**config.mk**
```make
export PLATFORM = sky130hd
export DESIGN_NAME = joy_db15_tx
export DESIGN_NICKNAME = d
export VERILOG_FILES = /design/src/rtl/joy_db15_tx.sv
export SDC_FILE = /design/constraint.sdc
export NUM_CORES = 1
export LEC_CHECK = 0
export BUFFER_PORTS_ARGS = -buffer_cell sky130_fd_sc_hd__buf_4
export CORE_MARGIN = 1.5
export CORE_UTILIZATION = 50
export DETAILED_ROUTE_END_ITERATION = 8
export GPL_TIMING_DRIVEN = 0
export PLACE_DENSITY_LB_ADDON = 0.15
export SLEW_MARGIN = 20
export SYNTH_ARGS = -nofsm -noshare
export SYNTH_HDL_FRONTEND = slang
export SYNTH_SLANG_ARGS = --single-unit
```
**constraint.sdc**
```tcl
create_clock -name clk -period 2.7 [get_ports clk]
set_clock_uncertainty 0.2 [all_clocks]
set_input_delay 0.135 -clock clk [delete_from_list [all_inputs] [get_ports clk]]
set_output_delay 0.135 -clock clk [all_outputs]
set_load 0.02 [all_outputs]
```
**src/rtl/joy_db15_tx.sv**
```systemverilog
// DB15 joystick device-side transmitter: emulates a '165 PISO chain polled by
// JOY_LOAD/JOY_CLK, shifting out ~{joystick2, joystick1} LSB first on JOY_DATA.
module joy_db15_tx #(
  parameter int unsigned SYNC_STAGES    = 2,
  parameter int unsigned TIMEOUT_CYCLES = 1048576
) (
  input  logic        clk,
  input  logic        reset,
  input  logic [15:0] joystick1,
  input  logic [15:0] joystick2,
  input  logic        JOY_CLK,
  input  logic        JOY_LOAD,
  output logic        JOY_DATA,
  output logic        frame_done,
  output logic        link_active
);

  localparam int unsigned TW = $clog2(TIMEOUT_CYCLES);
  localparam int unsigned CW = 6;
  localparam logic [TW-1:0] TMO_MAX   = TW'(TIMEOUT_CYCLES - 1);
  localparam logic [CW-1:0] FRAME_LEN = CW'(32);

  logic [SYNC_STAGES-1:0] clk_sync;
  logic [SYNC_STAGES-1:0] load_sync;
  logic                   clk_prev;
  logic                   load_prev;
  logic [31:0]            sr;
  logic [CW-1:0]          bitcnt;
  logic [TW-1:0]          tmo;

  logic                   clk_s;
  logic                   load_s;
  logic                   clk_rise;
  logic                   load_fall;
  logic [31:0]            sr_nxt;
  logic [CW-1:0]          bitcnt_nxt;
  logic [TW-1:0]          tmo_nxt;
  logic                   done_nxt;
  logic                   link_nxt;

  assign clk_s     = clk_sync[SYNC_STAGES-1];
  assign load_s    = load_sync[SYNC_STAGES-1];
  assign clk_rise  = clk_s & ~clk_prev;
  assign load_fall = ~load_s & load_prev;
  assign JOY_DATA  = sr[0];

  // State register; idle-high lines reset to 1 so no spurious edge follows reset
  always_ff @(posedge clk) begin
    if (reset) begin
      clk_sync    <= '1;
      load_sync   <= '1;
      clk_prev    <= 1'b1;
      load_prev   <= 1'b1;
      sr          <= '1;
      bitcnt      <= '0;
      tmo         <= '0;
      frame_done  <= 1'b0;
      link_active <= 1'b0;
    end else begin
      clk_sync    <= {clk_sync[SYNC_STAGES-2:0], JOY_CLK};
      load_sync   <= {load_sync[SYNC_STAGES-2:0], JOY_LOAD};
      clk_prev    <= clk_s;
      load_prev   <= load_s;
      sr          <= sr_nxt;
      bitcnt      <= bitcnt_nxt;
      tmo         <= tmo_nxt;
      frame_done  <= done_nxt;
      link_active <= link_nxt;
    end
  end

  // Next-state: transparent load beats shift; timeout tracks polling activity
  always_comb begin
    sr_nxt     = sr;
    bitcnt_nxt = bitcnt;
    tmo_nxt    = tmo;
    done_nxt   = 1'b0;
    link_nxt   = link_active;

    if (!load_s) begin
      sr_nxt     = ~{joystick2, joystick1};
      bitcnt_nxt = '0;
    end else if (clk_rise) begin
      sr_nxt = {1'b1, sr[31:1]};
      if (bitcnt != FRAME_LEN) begin
        bitcnt_nxt = bitcnt + CW'(1);
      end
      done_nxt = (bitcnt == FRAME_LEN - CW'(1));
    end

    if (load_fall) begin
      tmo_nxt  = '0;
      link_nxt = 1'b1;
    end else begin
      if (tmo != TMO_MAX) begin
        tmo_nxt = tmo + TW'(1);
      end
      // Drop on the cycle the counter lands on its limit
      if (tmo_nxt == TMO_MAX) begin
        link_nxt = 1'b0;
      end
    end
  end

endmodule

```
# ---- Word-level counts from Yosys, hierarchy flattened
# Cells that the tools add are included.
dict set report word_totals {
  out_inout_bits 3
  input_bits 36
  reg_bits 66
  wordCells 33
}
dict set report classes {
  n_eq_ne 5
  bitwise 6
  addsub 2
  n_reduce_logical 5
  n_mux 6
}
# operator count
set op_table {}
lappend op_table {{32-bit two-way mux} 2}
lappend op_table {{20-bit two-way mux} 2}
lappend op_table {{32-bit inverter} 1}
lappend op_table {{20-bit by 1-bit adder with 20-bit output (second input constant)} 1}
lappend op_table {{20-bit == test (second input constant)} 1}
lappend op_table {{20-bit != test (second input constant)} 1}
lappend op_table {{6-bit by 1-bit adder with 6-bit output (second input constant)} 1}
lappend op_table {{6-bit by 5-bit == test with 1-bit output (second input constant)} 1}
lappend op_table {{6-bit != test (second input constant)} 1}
lappend op_table {{2-bit OR reduction} 2}
lappend op_table {{1-bit inverter} 3}
lappend op_table {{3-bit OR reduction} 1}
lappend op_table {{1-bit bitwise AND} 2}
lappend op_table {{1-bit two-way mux} 2}
lappend op_table {{2-bit by 1-bit != test with 1-bit output (second input constant)} 1}
lappend op_table {{2-bit AND reduction} 1}
lappend op_table {{2-bit nonzero test} 1}

# ---- Logic depth before layout (Yosys ltp)
# Gate-level depths: netlist of run 1.
dict set report logic_depth {
  depth_word 6
  ltp_mapped 9
}

# ---- Worst setup path after synthesis of run 1
# No wires, ideal clock.
dict set report synth_path {
  path_type {flip-flop to flip-flop}
  from {register tmo[0]}
  to {register link_active}
  synth_period_minus_slack_ps 2157
  n_path_buf 1
  setup_time_ps 127
  setup_slack_ps 543
  stages_incl_launch_ff 9
  arrival_time_ps 1831
  path_cell_list {dfxtp_1 ha_1 nand3_1 or3_1 buf_6 nor4b_4 xnor2_1 o31ai_1 nand3_1}
}
dict set report synth_between {
  elab_chain_cells 5
}
# item line
set synth_rtl {}
lappend synth_rtl {{start, declared} 29} ;# logic [TW-1:0] tmo;
lappend synth_rtl {{start signal, assigned} 66} ;# tmo <= tmo_nxt;
lappend synth_rtl {{20-bit by 1-bit adder with 20-bit output or 20-bit != test (tied branches)} {96, 95}}
lappend synth_rtl {{20-bit two-way mux *} 95} ;# if (tmo != TMO_MAX) begin
lappend synth_rtl {{20-bit two-way mux *} 91} ;# if (load_fall) begin
lappend synth_rtl {{20-bit == test *} 99} ;# if (tmo_nxt == TMO_MAX) begin
lappend synth_rtl {{2-bit nonzero test (no line) *} n/a}
lappend synth_rtl {{end signal, assigned} 68} ;# link_active <= link_nxt;
lappend synth_rtl {{end, declared} 15} ;# output logic link_active
# Mark *: on every way between the ends. The rest lies on a longest branch, timed or not. The select of a mux whose other input is x is not followed.
# A chain may end at the register's enable or synchronous reset.

# ---- Final worst setup path of run 1
# Same ends and word-level chain as after synthesis.

==> results.tsv, run 1 <==
metric	value	unit
postLayoutCoreUtil	68.09	%
critPathArrivalTime	2490	ps
power	2.142	mW
htree_num_levels	3	
reg2regPathDepth	8	
syn_to_final_growth	29.88	%
crit_fanout	9	
drive_above_1_share	25.06	%
critical_path_class	reg2reg	
cp_num_buf_inv	1	
p_per_area	525.2	nW/um^2
synth_compound_gate_area_share	5.020	%
clkSinkCount	66	
cts_setup_buffers	0	
relSlewSlack	49.08	%
drt-pass1-iter-count	4	
grt_setup_unrepaired	no	
cts_tree	yes	
synth_top_family_by_area	simple AND/OR/NAND/NOR gates	
dieArea	6765	um^2
yosys.area.top_type_share	42.07	%
setup-tns-final	0	ps
max_stage_delay	400	ps
synth_area_per_cell	9.575	um^2
hold_path.class	in2reg	
ys_warn_count	0	
synth.ff_latch_count	66	
routed_wl	6725	um
path_delay_family	simple AND/OR/NAND/NOR gates	
synth_ff_type	dfxtp_1	
finalMaxSlewViolations	0	
critical_path.cell_chain	ha_1, nand3_1, or3_1, buf_6, nor2b_1, a41oi_1, o31ai_1, nand3_1	
routed.top_layer	met4	
yosysTopAreaCell	dfxtp_1	
antenna_found_initial	0	
rows	28	
grt_max_degree	11	
start_util	52.42	%
worstMarginPinSlew	763.8	ps
wl_met3	290	um
synth_cell_types	43	
p_leak	1.671	nW
fillCellCount	482	
async_flop_share	0	%
overflow	0	
grt_pass1_wl	10970	um
final_hold_viol_count	0	
final_nets	450	
cpMaxStageDelayCell	dfxtp_1	
muxShareOfSynthArea	20.40	%
fin_cells	490	
synth-adder-area-share	1.195	%
crit_top_cell	nand3_1	
fin_crit_sh	91.11	%
avgRoutedWirePerCell	13.72	um
remaining_drc_errors	0	
outcome	finished clean	
synthXorXnorAreaFrac	4.741	%
dieWidth	82.25	um
setup_viol	0	
grt_pass1_vias	2447	
layout_min_cycle_time	2460	ps
drt_iter0_drc	127	
seq_area_frac_synth	42.07	%
multi_input_area	1715	um^2
die_h	82.25	um
cts_root_buf	clkbuf_8	
holdWs	77.32	ps
regArea	1321	um^2
synth_cells	328	
cts.clk_slew.worst_paths	70	ps
crit_path_start_kind	flip-flop	
gp_congestion	0.8723	
clk_path_buf_depth	2	
placeableCoreArea	5991	um^2
synth_edf_count	0	
cp.depth	8	
place_hpwl	4390	um
syn_area	3141	um^2
vias	2547	
cap_violations	0	
port_buffers	38	
synthesis.nets	367	
boundaryPins	39	
fmax	0.4065	GHz
peakVddDrop	0.3602	mV
hold-path-cell-count	3	
via_per_inst	5.198	
layout_commonest_cell	dfxtp_1	
drt.antenna.violating_nets	0	
end_kind	flip-flop	
wl_met2	3274	um
critical_path_required	2730	ps
grt_use_total	21.84	%
synth-simple-area-share	23.27	%
cts_buffers	9	
placedCellCount	441	
num_antenna_cells	0	
synth.area.top_cells	dfxtp_1, mux2i_1, or2_2, nor2_1, xnor2_1	
layout_common_cells	dfxtp_1, mux2i_1, or2_2, buf_4, dlygate4sd3_1	
clk_latency	350	ps
wl_met1	3046	um
stage by stage:
stage,area (um^2),setup slack (ps)
6_report,4079,240.1
5_1_grt,4079,67.54
4_1_cts,4079,262.6
3_5_place_dp,3520,305.3
3_3_place_gp,3520,326.9
2_1_floorplan,3141,542.5
power by group:
part | leakage, nW | total, mW | switching, mW | internal, mW
Sequential | 0.537 | 1.01 | 0.0140 | 1.00
Clock | 0.110 | 0.924 | 0.358 | 0.566
Combinational | 1.02 | 0.203 | 0.0817 | 0.122
worst paths after layout:
| check | startpoint | endpoint | slack (ps) |
|---|---|---|---|
| min reg2reg | load_sync[0]$_SDFF_PP1_ | load_sync[1]$_SDFF_PP1_ | 220 |
| max reg2reg | tmo[0]$_SDFF_PP0_ | link_active$_SDFFE_PP0P_ | 240 |
| max | tmo[0]$_SDFF_PP0_ | link_active$_SDFFE_PP0P_ | 240 |
| min | reset | bitcnt[1]$_SDFFE_PP0P_ | 80 |
registers in the layout, summed over array words and instances, names as in the netlist:
| signal | cells |
|---|---|
| bitcnt | 6 |
| clk_prev | 1 |
| clk_sync | 2 |
| frame_done | 1 |
| link_active | 1 |
| load_prev | 1 |
| load_sync | 2 |
| sr | 32 |
| tmo | 20 |
synthesized netlist by cell type, types with 5 or more instances:
master,number
or2_2,40
nand2_1,13
nand3_1,5
mux2i_1,64
nand4_1,6
xor2_1,5
buf_2,5
clkbuf_1,10
a21oi_1,10
dfxtp_1,66
nor2_1,33
xnor2_1,12
inv_1,5
repair_timing:
item	CTS	global route
gates resized for setup	0	0
hold buffers	34	0
hold endpoints to repair	34	0
endpoints found under the setup margin	0	0
worst min-delay path, delay by kind of cell:
family | cells | cell delay [ps]
AND/OR/NAND/NOR | 2 | 340
buffers and inverters | 1 | 110
layer usage:
layer  vias up  GRT usage [%]
met5         -              0
met3        11          7.253
li1       1296              -
met2        51          37.07
met4         0          7.627
met1      1189          25.59
logic make-up after synthesis:
logic type | Yosys count
AND/OR/NAND/NOR | 129
flip-flops | 66
multiplexers | 64
AO/OA/AOI/OAI | 25
buffers and inverters | 24
XOR/XNOR | 17
adder cells (fa/ha/maj) | 3
layout make-up:
type	count	share of cell area (%)
plain buffers	19	2.086
flip-flops and latches	66	32.39
repair buffers	72	15.34
well taps	75	2.301
clock inverters	2	1.472
multi-input cells	238	42.06
clock buffers	13	3.896
inverters	5	0.4601
Note: power is estimated with default switching activity, not from simulation.
==> inputs of run 2 (changes only) <==
==> constraint.sdc (replaced) <==
create_clock -name clk -period 2.09 [get_ports clk]
set_clock_uncertainty 0.2 [all_clocks]
set_input_delay 0.1045 -clock clk [delete_from_list [all_inputs] [get_ports clk]]
set_output_delay 0.1045 -clock clk [all_outputs]
set_load 0.02 [all_outputs]
==> results.tsv, run 2 (synthesized netlist as in run 1, its figures left out) <==
metric	value	unit	change
outcome	finished, violations left		was finished clean
violations	setup timing		
remaining_drc_errors	0		unchanged
fin_crit_sh	100.1	%	was 91.11%
grt_use_total	22.22	%	was 21.84%
place_hpwl	4375	um	was 4390 um
critical_path_class	reg2reg		unchanged
htree_num_levels	3		unchanged
boundaryPins	39		unchanged
avgRoutedWirePerCell	14.13	um	was 13.72 um
setup_viol	1		was 0
antenna_found_initial	0		unchanged
peakVddDrop	0.6493	mV	was 0.3602 mV
setup_slack	-1.851	ps	was 240.1 ps
regArea	1341	um^2	was 1321 um^2
critical_path_required	2120	ps	was 2730 ps
cts_tree	yes		unchanged
via_per_inst	5.286		was 5.198
crit_path_start_kind	flip-flop		unchanged
dieWidth	82.25	um	unchanged
routed_wl	6968	um	was 6725 um
fmax	0.4780	GHz	was 0.4065 GHz
busiest_layer	met2		unchanged
crit_fanout	4		was 9
layout_commonest_cell	mux2i_1		was dfxtp_1
globalRouteMet1Util	27.73	%	was 25.59%
reg_top3	sr: 32 flops, tmo: 20 flops, bitcnt: 6 flops		unchanged
critPathArrivalTime	2120	ps	was 2490 ps
end_kind	flip-flop		unchanged
clk_path_buf_depth	2		unchanged
cap_violations	0		unchanged
p_per_area	610.1	nW/um^2	was 525.2 nW/um^2
placeableCoreArea	5991	um^2	unchanged
clkSinkCount	66		unchanged
cts_root_buf	clkbuf_8		unchanged
drt-pass1-iter-count	4		unchanged
worstMarginPinSlew	724.5	ps	was 763.8 ps
overflow	0		unchanged
num_antenna_cells	0		unchanged
gp_congestion	0.8610		was 0.8723
drive_above_1_share	32.54	%	was 25.06%
start_util	52.42	%	unchanged
p_leak	1.690	nW	was 1.671 nW
hold_path.class	in2reg		unchanged
vias	2606		was 2547
cts.clk_slew.worst_paths	80	ps	was 70 ps
fillCellCount	475		was 482
relSlewSlack	51.70	%	was 49.08%
rows	28		unchanged
clk_latency	350	ps	about the same
final_hold_viol_count	0		unchanged
grt_pass1_wl	11270	um	was 10970 um
largest_register_ffs	32		unchanged
grt_pass1_vias	2461		was 2447
placedCellCount	441		unchanged
syn_to_final_growth	33.67	%	was 29.88%
gr-usage-met3	5.385	%	was 7.253%
drt.antenna.violating_nets	0		unchanged
layout_common_cells	mux2i_1, dfxtp_1, buf_4, or2_2, dlygate4sd3_1		was dfxtp_1, mux2i_1, or2_2, buf_4, dlygate4sd3_1
cts_buffers	9		unchanged
drt_iter0_drc	108		was 127
postLayoutCoreUtil	70.07	%	was 68.09%
finalMaxSlewViolations	0		unchanged
fin_cells	493		was 490
use_met2	37.56	%	was 37.07%
grt_max_degree	13		was 11
regMostFlops	sr		unchanged
dieArea	6765	um^2	unchanged
multi_input_area	1818	um^2	was 1715 um^2
final_nets	452		was 450
layout_min_cycle_time	2092	ps	was 2460 ps
port_buffers	38		unchanged
die_h	82.25	um	unchanged
grt_setup_unrepaired	yes		was no
## run 2: changes by cell type in the layout (fill, tap and decap cells not counted), moves of 3 or more
cell,change
clkbuf_1,-5
dfxtp_1,-12
buf_4,+7
clkinvlp_4,+3
dfxtp_2,+10
buf_2,-5
## run 2: layer usage
layer / wire length, um / part of all wire [%]
met1: 3236 / 46
met2: 3294 / 47
met3: 365 / 5.2
met4: 72 / 1.0
met5: 0 / 0
## run 2: final timing paths
kind | cells past startpoint | from | slack, ps | end
min | 3 | reset | 40 | bitcnt[3]$_SDFFE_PP0P_
max | 8 | tmo[0]$_SDFF_PP0_ | -2 | link_active$_SDFFE_PP0P_
min reg2reg | 1 | load_sync[0]$_SDFF_PP1_ | 210 | load_sync[1]$_SDFF_PP1_
max reg2reg | 8 | tmo[0]$_SDFF_PP0_ | -2 | link_active$_SDFFE_PP0P_
## run 2: layout make-up
class	instances	share of cell area, %
flip-flops and latches	66	31.95
well taps	75	2.235
clock inverters	6	0.9836
plain buffers	16	2.176
inverters	5	0.4471
repair buffers	76	15.62
multi-input cells	239	43.31
clock buffers	10	3.279
## run 2: worst max-delay path: stages (launching register included)
cell,delay [ps]
dfxtp_4,360
ha_4,170
buf_4,140
nand2_2,70
nor2_1,60
a311o_1,370
or3b_1,390
o211ai_1,120
nand3_1,100
## run 2: what timing repair did
| action | 4_1_cts | 5_1_grt |
|---|---|---|
| hold endpoints to repair | 34 | 0 |
| pin swaps | 3 | 9 |
| endpoints found under the setup margin | 38 | 35 |
| buffers inserted | 4 | 0 |
| gates resized for setup | 23 | 24 |
| gates cloned | 0 | 1 |
| hold buffers | 34 | 0 |
## run 2: where the power goes
part           leakage (nW)  total, mW  switching, mW  internal (mW)
Sequential            0.544       1.31         0.0220           1.29
Combinational          1.06      0.271          0.106          0.165
Clock                0.0847      0.978          0.516          0.462
Total                  1.69       2.56          0.644           1.92
## run 2: stage by stage
stage / power, mW / setup TNS [ps] / instance area, um^2 / hold slack, ps / setup slack, ps
after global placement: 1.543 / -1865 / 3523 / 99.35 / -259.0
after floorplan: 1.460 / -20.14 / 3144 / 8.311 / -20.14
after detailed placement: 1.548 / -3134 / 3523 / 96.65 / -257.9
final: 2.561 / -1.851 / 4198 / 38.89 / -1.851
after CTS: 2.567 / -17.64 / 4140 / 32.33 / -17.64
after global routing: 2.674 / -98.01 / 4198 / 84.89 / -96.14
==> inputs of run 3 (changes only) <==
--- a/config.mk
+++ b/config.mk
@@ -10,6 +10,7 @@
 export CORE_UTILIZATION = 50
 export DETAILED_ROUTE_END_ITERATION = 8
 export GPL_TIMING_DRIVEN = 0
+export MAX_ROUTING_LAYER = met4
 export PLACE_DENSITY_LB_ADDON = 0.15
 export SLEW_MARGIN = 20
 export SYNTH_ARGS = -nofsm -noshare
==> results.tsv, run 3 (synthesized netlist as in run 1, its figures left out) <==
metric	value	unit	change
cts_tree	yes		unchanged
crit_path_start_kind	flip-flop		unchanged
drive_above_1_share	32.54	%	unchanged
regToRegSetupSlack	-0.7	ps	was -2 ps
clk_path_buf_depth	2		unchanged
final_hold_viol_count	0		unchanged
layout_common_cells	mux2i_1, dfxtp_1, buf_4, or2_2, dlygate4sd3_1		unchanged
final_nets	452		unchanged
via_per_inst	5.239		was 5.286
fin_crit_sh	100.0	%	was 100.1%
r2r-end	link_active$_SDFFE_PP0P_		unchanged
p_per_area	608.5	nW/um^2	was 610.1 nW/um^2
seqPwrFrac	51.4	%	was 51.3%
grt_pass1_wl	11290	um	was 11270 um
layout_min_cycle_time	2091	ps	was 2092 ps
outcome	finished, violations left		unchanged
grt_pass1_vias	2466		was 2461
cts_buffers	9		unchanged
pwr-share-comb	10.6	%	about the same
holdWs	49.70	ps	was 38.89 ps
place_area	3523	um^2	unchanged
overflow	0		unchanged
drt_iter0_drc	100		was 108
peakVddDrop	0.6537	mV	was 0.6493 mV
setup_viol	1		unchanged
min_from	reset		unchanged
cts_root_buf	clkbuf_8		unchanged
crit_fanout	4		unchanged
die_h	82.25	um	unchanged
p_leak	1.690	nW	unchanged
layout_commonest_cell	mux2i_1		unchanged
finalMaxSlewViolations	0		unchanged
remaining_drc_errors	0		unchanged
switchingPower	0.6369	mW	was 0.6441 mW
drt.antenna.violating_nets	0		unchanged
clk_latency	340	ps	was 350 ps
setup_slack	-0.6815	ps	was -1.851 ps
grt_setup_unrepaired	yes		unchanged
critPathArrivalTime	2120	ps	about the same
hold_path.class	in2reg		unchanged
start_util	52.42	%	unchanged
fin_area	4198	um^2	unchanged
end_kind	flip-flop		unchanged
fmax	0.4783	GHz	was 0.4780 GHz
p_int	1.917	mW	about the same
critical_path_required	2120	ps	about the same
cap_violations	0		unchanged
relSlewSlack	51.69	%	was 51.70%
port_buffers	38		unchanged
postLayoutCoreUtil	70.07	%	unchanged
critical_path_class	reg2reg		unchanged
placeableCoreArea	5991	um^2	unchanged
cts.clk_slew.worst_paths	80	ps	about the same
hold-path-cell-count	3		unchanged
avgRoutedWirePerCell	14.06	um	was 14.13 um
boundaryPins	39		unchanged
worstMarginPinSlew	724.7	ps	was 724.5 ps
antenna_found_initial	0		unchanged
rr_startpoint	tmo[0]$_SDFF_PP0_		unchanged
num_antenna_cells	0		unchanged
setup-tns-final	-0.6815	ps	was -1.851 ps
hold_end	bitcnt[3]$_SDFFE_PP0P_		unchanged
vias	2583		was 2606
regMostFlops	sr		unchanged
dieArea	6765	um^2	unchanged
place_hpwl	4375	um	unchanged
rows	28		unchanged
grt_max_degree	13		unchanged
grt_use_total	22.76	%	was 22.22%
largest_register_ffs	32		unchanged
clkSinkCount	66		unchanged
drt-pass1-iter-count	4		unchanged
reg2regPathDepth	8		unchanged
violations	setup timing		unchanged
reg_top3	sr: 32 flops, tmo: 20 flops, bitcnt: 6 flops		unchanged
power_frac_clock	38.0	%	was 38.2%
swShare	24.94	%	was 25.15%
dieWidth	82.25	um	unchanged
fillCellCount	475		unchanged
syn_to_final_growth	33.67	%	unchanged
gp_congestion	0.8749		was 0.8610
routed_wl	6933	um	was 6968 um
htree_num_levels	3		unchanged
## run 3: cell counts in the layout (fill, tap and decap cells not counted)
No cell type changed its count.
## run 3: cell type report
class / count / area (um^2) / share of cell area (%)
Multi-Input combinational cell: 239 / 1818 / 43.31
Clock buffer: 10 / 137.6 / 3.279
Sequential cell: 66 / 1341 / 31.95
Tap cell: 75 / 93.84 / 2.235
Timing Repair Buffer: 76 / 655.6 / 15.62
Clock inverter: 6 / 41.29 / 0.9836
Inverter: 5 / 18.77 / 0.4471
Buffer: 16 / 91.34 / 2.176
## run 3: worst max-delay path, cell delays in order, from the launching register on
cell and delay, ps:
dfxtp_4 360, ha_4 170, buf_4 140, nand2_2 70
nor2_1 60, a311o_1 370, or3b_1 390, o211ai_1 120
nand3_1 100
## run 3: through the flow
stage | instances | power, mW | worst slack (ps)
finish | 493 | 2.554 | -0.6815
global route | 493 | 2.671 | -96.02
CTS | 495 | 2.567 | -17.64
detailed placement | 441 | 1.548 | -257.9
global placement | 441 | 1.543 | -259.0
floorplan | 328 | 1.460 | -20.14
## run 3: worst max-delay path by stage
stage,startpoint,end,slack (ps)
CTS,tmo[13]$_SDFF_PP0_,link_active$_SDFFE_PP0P_,-20
floorplan,tmo[0]$_SDFF_PP0_,link_active$_SDFFE_PP0P_,-20
finish,tmo[0]$_SDFF_PP0_,link_active$_SDFFE_PP0P_,-0.7
global route,tmo[1]$_SDFF_PP0_,link_active$_SDFFE_PP0P_,-100
detailed placement,tmo[0]$_SDFF_PP0_,link_active$_SDFFE_PP0P_,-260
global placement,tmo[0]$_SDFF_PP0_,link_active$_SDFFE_PP0P_,-260
## run 3: power by group through the flow
| stage | Sequential, mW | Combinational, mW | Clock, mW |
|---|---|---|---|
| floorplan | 1.34 | 0.123 | 0 |
| global placement | 1.34 | 0.205 | 0 |
| detailed placement | 1.34 | 0.210 | 0 |
| CTS | 1.31 | 0.266 | 0.989 |
| global route | 1.32 | 0.297 | 1.06 |
| finish | 1.31 | 0.271 | 0.971 |
## run 3: metal layers
layer  part of all wire, %  routed length, um  global-route usage, %
met5                     0                  0                      -
met4                   1.5                105                  8.983
met3                   3.8                261                  3.626
met2                    48               3298                  37.64
met1                    47               3268                  27.66
## run 3: repair_timing
action	CTS	global route
pin swaps	3	9
buffers inserted	4	0
gates cloned	0	1
hold endpoints to repair	34	0
setup endpoints to repair	38	36
gates resized for setup	23	24
hold buffers	34	0
